**config.mk**
```make
export PLATFORM = sky130hd
export DESIGN_NAME = uart_echo_tester
export DESIGN_NICKNAME = d
export VERILOG_FILES = /design/src/rtl/uart_echo_tester_pkg.sv /design/src/rtl/echo_rx_deser.sv /design/src/rtl/uart_echo_tester.sv
export SDC_FILE = /design/constraint.sdc
export NUM_CORES = 1
export LEC_CHECK = 0
export CAP_MARGIN = 30
export CORE_ASPECT_RATIO = 1.2
export CORE_UTILIZATION = 53
export CTS_BUF_LIST = sky130_fd_sc_hd__clkbuf_16
export DETAILED_ROUTE_END_ITERATION = 16
export GPL_ROUTABILITY_DRIVEN = 1
export PLACE_DENSITY = 0.7
export RECOVER_POWER = 50
export SLEW_MARGIN = 15
export SYNTH_ARGS = -nofsm -noshare
export SYNTH_HDL_FRONTEND = slang
export SYNTH_SLANG_ARGS = --single-unit
```
**constraint.sdc**
```tcl
create_clock -name clk -period 10.2 [get_ports clk]
set_input_delay 1.53 -clock clk [delete_from_list [all_inputs] [get_ports clk]]
set_output_delay 1.53 -clock clk [all_outputs]
set_load 0.1 [all_outputs]
```
**src/rtl/uart_echo_tester_pkg.sv**
```systemverilog
// Shared definitions for the UART echo tester: FSM state encoding, frame
// geometry, default bit period, and a helper that picks one bit of an 8N1 frame.
package uart_echo_tester_pkg;

  typedef enum logic [2:0] {
    ST_IDLE,
    ST_SEND,
    ST_WAIT_ECHO,
    ST_CHECK,
    ST_FINISH
  } state_t;

  localparam int unsigned FRAME_BITS  = 10;
  localparam int unsigned DEF_MAX_CNT = 5208;
  localparam int unsigned BIT_IDX_W   = 4;

  // Bit idx of the frame {stop, data[7:0], start}; out-of-frame positions idle high
  function automatic logic frame_bit(input logic [7:0]           data,
                                     input logic [BIT_IDX_W-1:0] idx);
    logic [FRAME_BITS-1:0] fr;
    fr = {1'b1, data, 1'b0};
    if (idx >= BIT_IDX_W'(FRAME_BITS)) begin
      return 1'b1;
    end
    return fr[idx];
  endfunction

endpackage

```
**src/rtl/echo_rx_deser.sv**
```systemverilog
// 8N1 UART receiver for the echo path.
// Ports:
//   clk, rstn  - clock, synchronous active-low reset
//   rx         - asynchronous serial input
//   en         - receiver armed; when low any frame in progress is dropped
//   rx_byte    - last received data byte (held)
//   valid      - one-cycle pulse when rx_byte/frame_err are updated
//   frame_err  - stop bit of the last frame was sampled low (held)
module echo_rx_deser
  import uart_echo_tester_pkg::*;
#(
  parameter int unsigned MAX_CNT = DEF_MAX_CNT
) (
  input  logic       clk,
  input  logic       rstn,
  input  logic       rx,
  input  logic       en,
  output logic [7:0] rx_byte,
  output logic       valid,
  output logic       frame_err
);

  localparam int unsigned CNT_W = (MAX_CNT > 1) ? $clog2(MAX_CNT) : 1;
  localparam logic [CNT_W-1:0]     HALF     = CNT_W'(MAX_CNT / 2);
  localparam logic [CNT_W-1:0]     LAST     = CNT_W'(MAX_CNT - 1);
  localparam logic [BIT_IDX_W-1:0] STOP_IDX = BIT_IDX_W'(FRAME_BITS - 1);

  logic                 sync1;
  logic                 sync2;
  logic                 prev;
  logic                 active;
  logic [CNT_W-1:0]     cnt;
  logic [BIT_IDX_W-1:0] bit_idx;
  logic [7:0]           shreg;

  // Synchronizer, start-edge detect, mid-bit sampling and shift register
  always_ff @(posedge clk) begin
    if (!rstn) begin
      sync1     <= 1'b1;
      sync2     <= 1'b1;
      prev      <= 1'b1;
      active    <= 1'b0;
      cnt       <= '0;
      bit_idx   <= '0;
      shreg     <= '0;
      rx_byte   <= '0;
      valid     <= 1'b0;
      frame_err <= 1'b0;
    end else begin
      sync1 <= rx;
      sync2 <= sync1;
      prev  <= sync2;
      valid <= 1'b0;
      if (!en) begin
        active  <= 1'b0;
        cnt     <= '0;
        bit_idx <= '0;
      end else if (!active) begin
        if (prev && !sync2) begin
          active  <= 1'b1;
          cnt     <= '0;
          bit_idx <= '0;
        end
      end else begin
        if (cnt == LAST) begin
          cnt     <= '0;
          bit_idx <= bit_idx + 1'b1;
        end else begin
          cnt <= cnt + 1'b1;
        end
        if (cnt == HALF) begin
          if (bit_idx == '0) begin
            // Start bit gone high again by mid-bit: treat as a glitch
            if (sync2) begin
              active <= 1'b0;
            end
          end else if (bit_idx == STOP_IDX) begin
            // Return to idle at mid stop bit so a back-to-back frame is not missed
            active    <= 1'b0;
            valid     <= 1'b1;
            rx_byte   <= shreg;
            frame_err <= ~sync2;
          end else begin
            shreg <= {sync2, shreg[7:1]};
          end
        end
      end
    end
  end

endmodule

```
**src/rtl/uart_echo_tester.sv**
```systemverilog
// Sends NUM_BYTES incrementing pattern bytes over a UART and checks that each
// one comes back unchanged from an external echo device.
// Ports:
//   clk, rstn - clock, synchronous active-low reset
//   start     - begins a run when idle (level, ignored while busy)
//   rx        - serial input from the echo device
//   tx        - serial output to the echo device
//   busy      - run in progress
//   done      - one-cycle pulse at run completion
//   pass      - run finished with zero errors (held until next start)
//   err_cnt   - saturating count of mismatch/framing/timeout/overrun errors
//   timeout   - at least one byte timed out in this run
module uart_echo_tester
  import uart_echo_tester_pkg::*;
#(
  parameter int unsigned MAX_CNT   = DEF_MAX_CNT,
  parameter int unsigned NUM_BYTES = 16,
  parameter logic [7:0]  SEED      = 8'hA5,
  parameter int unsigned TO_BITS   = 20
) (
  input  logic       clk,
  input  logic       rstn,
  input  logic       start,
  input  logic       rx,
  output logic       tx,
  output logic       busy,
  output logic       done,
  output logic       pass,
  output logic [7:0] err_cnt,
  output logic       timeout
);

  localparam int unsigned CNT_W     = (MAX_CNT > 1) ? $clog2(MAX_CNT) : 1;
  localparam int unsigned TO_CYCLES = TO_BITS * MAX_CNT;
  localparam int unsigned TO_W      = $clog2(TO_CYCLES + 1);
  localparam logic [CNT_W-1:0]     BIT_LAST = CNT_W'(MAX_CNT - 1);
  localparam logic [TO_W-1:0]      TO_LAST  = TO_W'(TO_CYCLES - 1);
  localparam logic [7:0]           LAST_IDX = 8'(NUM_BYTES - 1);
  localparam logic [BIT_IDX_W-1:0] STOP_IDX = BIT_IDX_W'(FRAME_BITS - 1);

  state_t               state;
  logic [CNT_W-1:0]     tx_cnt;
  logic [BIT_IDX_W-1:0] tx_bit;
  logic [7:0]           idx;
  logic [TO_W-1:0]      wait_cnt;
  logic                 to_flag;
  logic                 held_valid;
  logic                 held_ferr;
  logic [7:0]           held_data;

  logic [7:0] rx_byte;
  logic       rx_valid;
  logic       rx_ferr;

  logic       rx_en_c;
  logic       rx_new_c;
  logic [7:0] pattern_c;
  logic       overrun_c;
  logic       check_err_c;
  logic [1:0] err_inc_c;
  logic [8:0] err_sum_c;
  logic [7:0] err_next_c;

  // Receiver is live from the first SEND of a run until FINISH
  assign rx_en_c  = (state != ST_IDLE) && (state != ST_FINISH);
  assign rx_new_c = rx_valid && rx_en_c;

  assign pattern_c = SEED + idx;

  // A new byte landing on an unconsumed one is an overrun, unless CHECK frees the slot now
  assign overrun_c   = rx_new_c && held_valid && (state != ST_CHECK);
  assign check_err_c = (state == ST_CHECK) &&
                       (to_flag || !held_valid || held_ferr || (held_data != pattern_c));

  // Both error sources can fire in one cycle; saturate the combined increment
  assign err_inc_c  = {1'b0, overrun_c} + {1'b0, check_err_c};
  assign err_sum_c  = {1'b0, err_cnt} + {7'b0, err_inc_c};
  assign err_next_c = err_sum_c[8] ? 8'hFF : err_sum_c[7:0];

  echo_rx_deser #(
    .MAX_CNT(MAX_CNT)
  ) u_rx (
    .clk      (clk),
    .rstn     (rstn),
    .rx       (rx),
    .en       (rx_en_c),
    .rx_byte  (rx_byte),
    .valid    (rx_valid),
    .frame_err(rx_ferr)
  );

  // Run sequencer, serializer and result bookkeeping
  always_ff @(posedge clk) begin
    if (!rstn) begin
      state      <= ST_IDLE;
      tx         <= 1'b1;
      busy       <= 1'b0;
      done       <= 1'b0;
      pass       <= 1'b0;
      err_cnt    <= '0;
      timeout    <= 1'b0;
      tx_cnt     <= '0;
      tx_bit     <= '0;
      idx        <= '0;
      wait_cnt   <= '0;
      to_flag    <= 1'b0;
      held_valid <= 1'b0;
      held_ferr  <= 1'b0;
      held_data  <= '0;
    end else begin
      done    <= 1'b0;
      err_cnt <= err_next_c;
      if (rx_new_c) begin
        held_valid <= 1'b1;
        held_data  <= rx_byte;
        held_ferr  <= rx_ferr;
      end
      case (state)
        ST_IDLE: begin
          if (start) begin
            state      <= ST_SEND;
            busy       <= 1'b1;
            pass       <= 1'b0;
            err_cnt    <= '0;
            timeout    <= 1'b0;
            idx        <= '0;
            to_flag    <= 1'b0;
            held_valid <= 1'b0;
            tx         <= 1'b0;
            tx_cnt     <= '0;
            tx_bit     <= '0;
          end
        end
        ST_SEND: begin
          if (tx_cnt == BIT_LAST) begin
            tx_cnt <= '0;
            if (tx_bit == STOP_IDX) begin
              state    <= ST_WAIT_ECHO;
              wait_cnt <= '0;
              tx       <= 1'b1;
            end else begin
              tx_bit <= tx_bit + 1'b1;
              tx     <= frame_bit(pattern_c, tx_bit + 1'b1);
            end
          end else begin
            tx_cnt <= tx_cnt + 1'b1;
          end
        end
        ST_WAIT_ECHO: begin
          if (held_valid || rx_new_c) begin
            state <= ST_CHECK;
          end else if (wait_cnt == TO_LAST) begin
            state   <= ST_CHECK;
            to_flag <= 1'b1;
          end else begin
            wait_cnt <= wait_cnt + 1'b1;
          end
        end
        ST_CHECK: begin
          to_flag <= 1'b0;
          if (to_flag) begin
            timeout <= 1'b1;
          end
          // A byte arriving in this very cycle takes the slot for the next index
          if (!rx_new_c) begin
            held_valid <= 1'b0;
          end
          if (idx == LAST_IDX) begin
            state <= ST_FINISH;
            done  <= 1'b1;
            pass  <= (err_next_c == 8'd0);
          end else begin
            idx    <= idx + 1'b1;
            state  <= ST_SEND;
            tx     <= 1'b0;
            tx_cnt <= '0;
            tx_bit <= '0;
          end
        end
        ST_FINISH: begin
          state <= ST_IDLE;
          busy  <= 1'b0;
        end
        default: begin
          state <= ST_IDLE;
        end
      endcase
    end
  end

endmodule

```
==> reports/qor.txt, run 1 <==
sum of negative setup slack - 0 ns
footprint of the multi-input gates - 0.00330 mm²
global-route wire length before repair - 21,900 µm
post-detailed-route via-to-cell ratio - 6.03
Seq. cell area - 0.00216 mm²
antenna violations before repair - 0
cell area after synthesis - 0.00569 mm²
R2R setup slack - 6.35 ns
area growth from synthesis to final layout - 9.03%
remaining global-route overflow - 0
Setup-failing EPs final - 0
Worst setup endpoint - wait_cnt[8]
Post-CTS Hold Buffers - 0
Final WS setup - 5.90 ns
placement-stage worst setup slack - 6.26 ns
antenna diode count - 0
remaining number of nets flagged by the antenna check after routing - 0
outcome - complete, but fails checks
actual slew at the worst max-slew pin - 1.81 ns
Area contributors post-synth - sky130_fd_sc_hd__dfxtp_1 (38%), sky130_fd_sc_hd__nor2_1 (4.9%), sky130_fd_sc_hd__a21oi_1 (4.8%)
Syn Inst Count - 698
per-cell routed wire length - 15.3 µm
Setup crit start kind - input pin
simple-gate share of the synthesized area - 0.299
post-synthesis cell type count - 64
post-detail-place hpwl - 8890 µm
count of unresolved DRC violations after routing - 0
Die Wd - 96.6 µm
Slew Viols, Final - 43
depth of the worst register-to-register path - 12
placeable core region - 0.0105 mm²
cell type contributing the most total cell area after synthesis - sky130_fd_sc_hd__dfxtp_1
Worst VDD drop - 76.0 µV
starting utilization of the core area - 0.544
share of the synthesized area in compound gates (AO/OA/AOI/OAI) - 0.149
post_cts resized - 0
multiplexer fraction of the synthesized cell area - 0.0407
number of nets produced by synthesis - 715
Maximum Capacitance Violations - 1
total wirelength of the detailed-routed design - 12,700 µm
Post-synth top cells - sky130_fd_sc_hd__dfxtp_1 (108), sky130_fd_sc_hd__nor2_1 (75), sky130_fd_sc_hd__nand2_1 (71), sky130_fd_sc_hd__a21oi_1 (55), sky130_fd_sc_hd__nand3_1 (37)
P per Cell Area - 159 mW/mm²
critical path class - input pin to register
post-layout minimum cycle time - 4.30 ns
startpoint of the worst setup timing path - rstn
Pre-antenna DRT Iters - 5
count of flip-flops with a built-in enable after synthesis - 0
share of async-settable or async-resettable flops after synthesis - 0
Data arrival, critical path - 4.52 ns
Die Height - 116 µm
Req. time, crit path - 10.42 ns
post-synthesis share of cell area spent on full adders, half adders and majority gates - 0.0299
Period Utilization, post-route - 0.421
proportion of synthesized chip area in sequential cells - 0.380
number of fill cells in the layout - 971
GR Util All Layers - 0.235
launch point of the worst reg-to-reg path - idx[3]
number of buffers inserted to repair setup after CTS - 0
CTS tree - built
largest family of logic cells by synthesized area - simple AND/OR/NAND/NOR gates
clock-pin slew on the worst setup and hold paths - 0.07 ns
highest clock frequency the design can meet - 233 MHz
busiest layer in global routing - met2
routing usage on met3 - 0.0398
post-synthesis register bit count - 108
final number of hold-violating endpoints - 0
leakage component of the power - 0.00202 µW
critical path endpoint category - register
overall die area - 0.0112 mm²
library cell with the highest instance count after synthesis - sky130_fd_sc_hd__dfxtp_1
skew final - 0.00804 ns
number of buffers created by CTS - 9
library cell used as clock root buffer - sky130_fd_sc_hd__clkbuf_16
clock latency on the worst-skew pair - 0.35 ns
met1 Track Usage GR - 0.303
xor-xnor portion of the synthesized cell area - 0.0594
largest buffer count on any clock path - 2
Sinks on Clock Net - 108
via count of the first global-routing pass - 4,617
met2 Resource Use GR - 0.396
max_slew headroom - -0.206
average size of a mapped cell - 8.15 µm²
violations in the final reports - max-capacitance violations, max-slew violations
FF-to-FF End - pass
peak fanout along the critical path - 42
prevailing post-synth register cell - sky130_fd_sc_hd__dfxtp_1
Yosys warnings - 0
fraction of post-synthesis cell area in the top cell type by area - 0.380
fraction of layout cells with a size suffix above 1 - 0.0570
setup repair after global routing missed its margin - false
number of I/O port buffers - 16
HP Class - register to register
total number of nets in the final design - 715
worst hold path stage count - 1
total via count after detailed routing - 5,008
pin count of the biggest net entering global routing - 43
number of placement rows - 41
violation count after the first detailed-routing iteration - 318
placer's final routability congestion estimate - 0.892
I/O pin count - 17
H-Tree Level Count - 3
per-stage QoR:
| stage | instances | area (µm²) | total power (µW) | utilization | hold slack (ns) |
|---|---|---|---|---|---|
| floorplan | 698 | 5690 | 607 | - | 0.386 |
| global placement | 814 | 5930 | 649 | 0.567 | 0.404 |
| detailed placement | 814 | 5930 | 654 | 0.567 | 0.395 |
| CTS | 829 | 6210 | 992 | 0.594 | 0.407 |
| global route | 831 | 6210 | 1030 | 0.593 | 0.435 |
| finish | 831 | 6210 | 988 | 0.593 | 0.401 |
cell families (layout without fill, tap and decap cells):
logic type | Yosys count | in the layout
and+or+nand+nor | 320 | 320
AOI/OAI and AO/OA | 134 | 134
DFF | 108 | 108
buffers and inverters | 63 | 67
xor gates and xnor gates | 37 | 37
muxes | 23 | 23
adders and majority gates | 13 | 13
worst min-delay path by stage:
stage	end	startpoint	slack (ns)
floorplan	u_rx.sync2	u_rx.sync1	0.39
global placement	u_rx.sync2	u_rx.sync1	0.40
detailed placement	u_rx.sync2	u_rx.sync1	0.40
CTS	u_rx.sync2	u_rx.sync1	0.41
global route	u_rx.sync2	u_rx.sync1	0.43
finish	u_rx.sync2	u_rx.sync1	0.40
power by group:
group          internal (µW)  switching [µW]  total [µW]
combinational           56.0             128         184
sequential               435            28.8         464
clock                    187             154         341
total                    678             311         988
worst max-delay path, stage by stage:
cell and delay, ns:
sky130_fd_sc_hd__dlygate4sd3_1 0.79, sky130_fd_sc_hd__clkinv_1 0.17, sky130_fd_sc_hd__clkbuf_1 1.32, sky130_fd_sc_hd__a21oi_1 0.42
sky130_fd_sc_hd__nand2b_1 0.20, sky130_fd_sc_hd__mux2i_1 0.08
sequential cells by signal (all words and copies together), names as in the netlist, 8 cells and up:
register,flops
held_data,8
u_rx.rx_byte,8
err_cnt,8
wait_cnt,17
u_rx.shreg,8
tx_cnt,13
idx,8
u_rx.cnt,13
cells in the final DEF, fill, tap and decap left out, types with 7 or more instances in the layout:
cell / netlist / final
sky130_fd_sc_hd__dfxtp_1: 108 / 108
sky130_fd_sc_hd__nor2_1: 75 / 75
sky130_fd_sc_hd__nand2_1: 71 / 71
sky130_fd_sc_hd__a21oi_1: 55 / 55
sky130_fd_sc_hd__nand3_1: 37 / 37
sky130_fd_sc_hd__inv_1: 28 / 28
sky130_fd_sc_hd__o21ai_0: 24 / 25
sky130_fd_sc_hd__nand4_1: 23 / 23
sky130_fd_sc_hd__mux2i_1: 22 / 22
sky130_fd_sc_hd__xor2_1: 20 / 20
sky130_fd_sc_hd__xnor2_1: 16 / 16
sky130_fd_sc_hd__nor3_1: 16 / 16
sky130_fd_sc_hd__clkdlybuf4s50_1: 0 / 15
sky130_fd_sc_hd__nand2b_1: 12 / 12
sky130_fd_sc_hd__ha_1: 12 / 12
sky130_fd_sc_hd__and3_1: 11 / 11
sky130_fd_sc_hd__nor4_1: 11 / 11
sky130_fd_sc_hd__clkbuf_16: 0 / 9
sky130_fd_sc_hd__a31oi_1: 7 / 7
sky130_fd_sc_hd__or3_1: 7 / 7
area by class of cell:
type	count	area share
Clock buffer	9	0.0363
Tap cell	129	0.0260
Multi-Input combinational cell	527	0.531
Inverter	29	0.0175
Clock inverter	6	0.00907
Sequential cell	108	0.348
Timing Repair Buffer	23	0.0315
layer usage:
metal  vias to the layer above  share of wire
met5                         -              0
met4                         0          0.016
met3                        21          0.034
met2                        99           0.49
met1                      2376           0.46
li1                       2512              -
No activity file was read; power rests on OpenSTA's default activity.
==> inputs of run 2 (changes only) <==
==> constraint.sdc (replaced) <==
create_clock -name clk -period 4 [get_ports clk]
set_input_delay 0.6 -clock clk [delete_from_list [all_inputs] [get_ports clk]]
set_output_delay 0.6 -clock clk [all_outputs]
set_load 0.1 [all_outputs]
==> run 2 against run 1 <==
The flow still finishes with violations (max-capacitance violations, max-slew violations); critical path depth increased by 6; register-to-register slack got worse by 5.9 ns; combinational power increased to 2.7 times the previous value; non-clock buffer count increased by 6; count of clock-buffer cells in the layout unchanged; clock power increased to 2.6 times the previous value; largest cell class unchanged.
==> reports/qor.txt, run 2 (same netlist as run 1, synthesis figures left out) <==
outcome - complete, but fails checks
violations in the final reports - max-capacitance violations, max-slew violations
per-cell routed wire length - 15.1 µm
most used cells in the layout excluding fill and tap cells - sky130_fd_sc_hd__dfxtp_1 (106), sky130_fd_sc_hd__nor2_1 (75), sky130_fd_sc_hd__nand2_1 (71)
sum of negative setup slack - 0 ns
Hold Path Sink - u_rx.sync2
max_slew headroom - -0.299
placement-stage worst setup slack - 0.305 ns
Pre-antenna DRT Iters - 5
highest clock frequency the design can meet - 279 MHz
violation count after the first detailed-routing iteration - 368
Worst VDD drop - 197 µV
largest registers - wait_cnt: 17 flops, tx_cnt: 13 flops, u_rx.cnt: 13 flops
total number of nets in the final design - 721
Period Utilization, post-route - 0.894
launch point of the worst reg-to-reg path - idx[3]
R2R setup slack - 0.42 ns
pin count of the biggest net entering global routing - 44
PnR Total Power - 2540 µW
clock-pin slew on the worst setup and hold paths - 0.07 ns
number of buffers created by CTS - 9
Data arrival, critical path - 3.83 ns
GR Util All Layers - 0.236
placeable core region - 0.0105 mm²
register bank with the most flops - wait_cnt
skew final - 0.00576 ns
fraction of layout cells with a size suffix above 1 - 0.0677
starting utilization of the core area - 0.544
total cell area at the placement stage - 0.00599 mm²
Sinks on Clock Net - 108
post-layout minimum cycle time - 3.58 ns
Die Wd - 96.6 µm
largest buffer count on any clock path - 2
number of placement rows - 41
placer's final routability congestion estimate - 0.963
I/O pin count - 17
post-detail-place hpwl - 8940 µm
global-route wire length before repair - 21,900 µm
actual slew at the worst max-slew pin - 1.95 ns
antenna diode count - 0
Slew Viols, Final - 44
Setup-failing EPs final - 0
peak fanout along the critical path - 13
Post-CTS Hold Buffers - 0
Maximum Capacitance Violations - 1
library cell used as clock root buffer - sky130_fd_sc_hd__clkbuf_16
Req. time, crit path - 4.26 ns
total wirelength of the detailed-routed design - 12,700 µm
total via count after detailed routing - 5,014
overall die area - 0.0112 mm²
remaining global-route overflow - 0
number of fill cells in the layout - 975
Final WS setup - 0.422 ns
FF-to-FF End - pass
Die Height - 116 µm
via count of the first global-routing pass - 4,700
clock latency on the worst-skew pair - 0.34 ns
final number of hold-violating endpoints - 0
Setup crit start kind - register
H-Tree Level Count - 3
critical path endpoint category - register
leakage component of the power - 0.00206 µW
post-detailed-route via-to-cell ratio - 5.98
final design instance area without fill - 0.00626 mm²
P per Cell Area - 405 mW/mm²
antenna violations before repair - 0
remaining number of nets flagged by the antenna check after routing - 0
flip-flop count of the largest register after layout - 17
worst min-delay path startpoint - u_rx.sync1
number of I/O port buffers - 16
setup repair after global routing missed its margin - false
area growth from synthesis to final layout - 10.1%
most common cell after layout, fill and taps aside - sky130_fd_sc_hd__dfxtp_1
depth of the worst register-to-register path - 12
Seq. cell area - 0.00216 mm²
CTS tree - built
footprint of the multi-input gates - 0.00330 mm²
HP Class - register to register
count of unresolved DRC violations after routing - 0
critical path class - register to register
worst hold path stage count - 1
## run 2: cell count changes in the layout (fill, tap and decap cells not counted), sizes merged
cell           before  now
buf                 3    8
clkbuf             13   14
clkdlybuf4s50      15    8
clkinv              6    3
clkinvlp            0    3
dlygate4sd3         1    8
inv                28   29
## run 2: final cells by class
| class | count | area share |
|---|---|---|
| multi-input combinational | 527 | 0.526 |
| sequential | 108 | 0.346 |
| timing repair buffer | 29 | 0.0381 |
| clock buffer | 9 | 0.0359 |
| tap | 129 | 0.0258 |
| inverter | 29 | 0.0174 |
| clock inverter | 7 | 0.0110 |
## run 2: worst max path at each step
| stage | startpoint | to | slack [ns] |
|---|---|---|---|
| after floorplan | idx[4] | pass | 0.47 |
| after global placement | idx[3] | pass | 0.44 |
| after detailed placement | idx[3] | pass | 0.31 |
| after CTS | idx[3] | pass | 0.25 |
| after global routing | idx[2] | pass | 0.13 |
| final | idx[3] | pass | 0.42 |
## run 2: power breakdown
group	switching (µW)	leakage [µW]	internal (µW)
clock network	397	0.000136	482
registers	54.7	0.000873	1110
logic	343	0.00105	151
## run 2: metrics by stage
step / utilization / hold slack, ns / instances
5_1_grt: 0.599 / 0.443 / 838
3_5_place_dp: 0.572 / 0.408 / 821
6_report: 0.599 / 0.416 / 838
3_3_place_gp: 0.572 / 0.409 / 821
4_1_cts: 0.600 / 0.425 / 837
2_1_floorplan: - / 0.386 / 698
## run 2: repair_timing
action	4_1_cts	5_1_grt
buffers inserted	0	0
endpoints found under the setup margin	0	1
resized for setup	0	2
## run 2: per-layer routing
| layer | vias up | routed length [µm] | global-route usage |
|---|---|---|---|
| met2 | 104 | 5970 | 0.392 |
| met4 | 0 | 285 | 0.0905 |
| met1 | 2357 | 5970 | 0.308 |
| met5 | - | 0 | 0 |
| met3 | 23 | 447 | 0.0392 |
| li1 | 2530 | - | - |
## run 2: critical path, stage by stage, from the launching register on
cell and delay [ns]:
sky130_fd_sc_hd__dfxtp_2 0.47, sky130_fd_sc_hd__nand2_1 0.16, sky130_fd_sc_hd__or4b_2 0.69, sky130_fd_sc_hd__nand4_1 0.13
sky130_fd_sc_hd__nand2_1 0.06, sky130_fd_sc_hd__a31oi_1 0.18, sky130_fd_sc_hd__fa_1 0.27, sky130_fd_sc_hd__ha_1 0.24
sky130_fd_sc_hd__nand3_1 0.21, sky130_fd_sc_hd__or4b_2 0.67, sky130_fd_sc_hd__o21ai_0 0.12, sky130_fd_sc_hd__nand4_1 0.11
sky130_fd_sc_hd__o31ai_1 0.19
==> inputs of run 3 (changes only) <==
--- a/config.mk
+++ b/config.mk
@@ -13,7 +13,7 @@
 export GPL_ROUTABILITY_DRIVEN = 1
 export PLACE_DENSITY = 0.7
 export RECOVER_POWER = 50
-export SLEW_MARGIN = 15
+export SLEW_MARGIN = 20
 export SYNTH_ARGS = -nofsm -noshare
 export SYNTH_HDL_FRONTEND = slang
 export SYNTH_SLANG_ARGS = --single-unit
==> results of run 3 <==
Same layout as run 2: the final DEF is identical, and so are final timing and power.
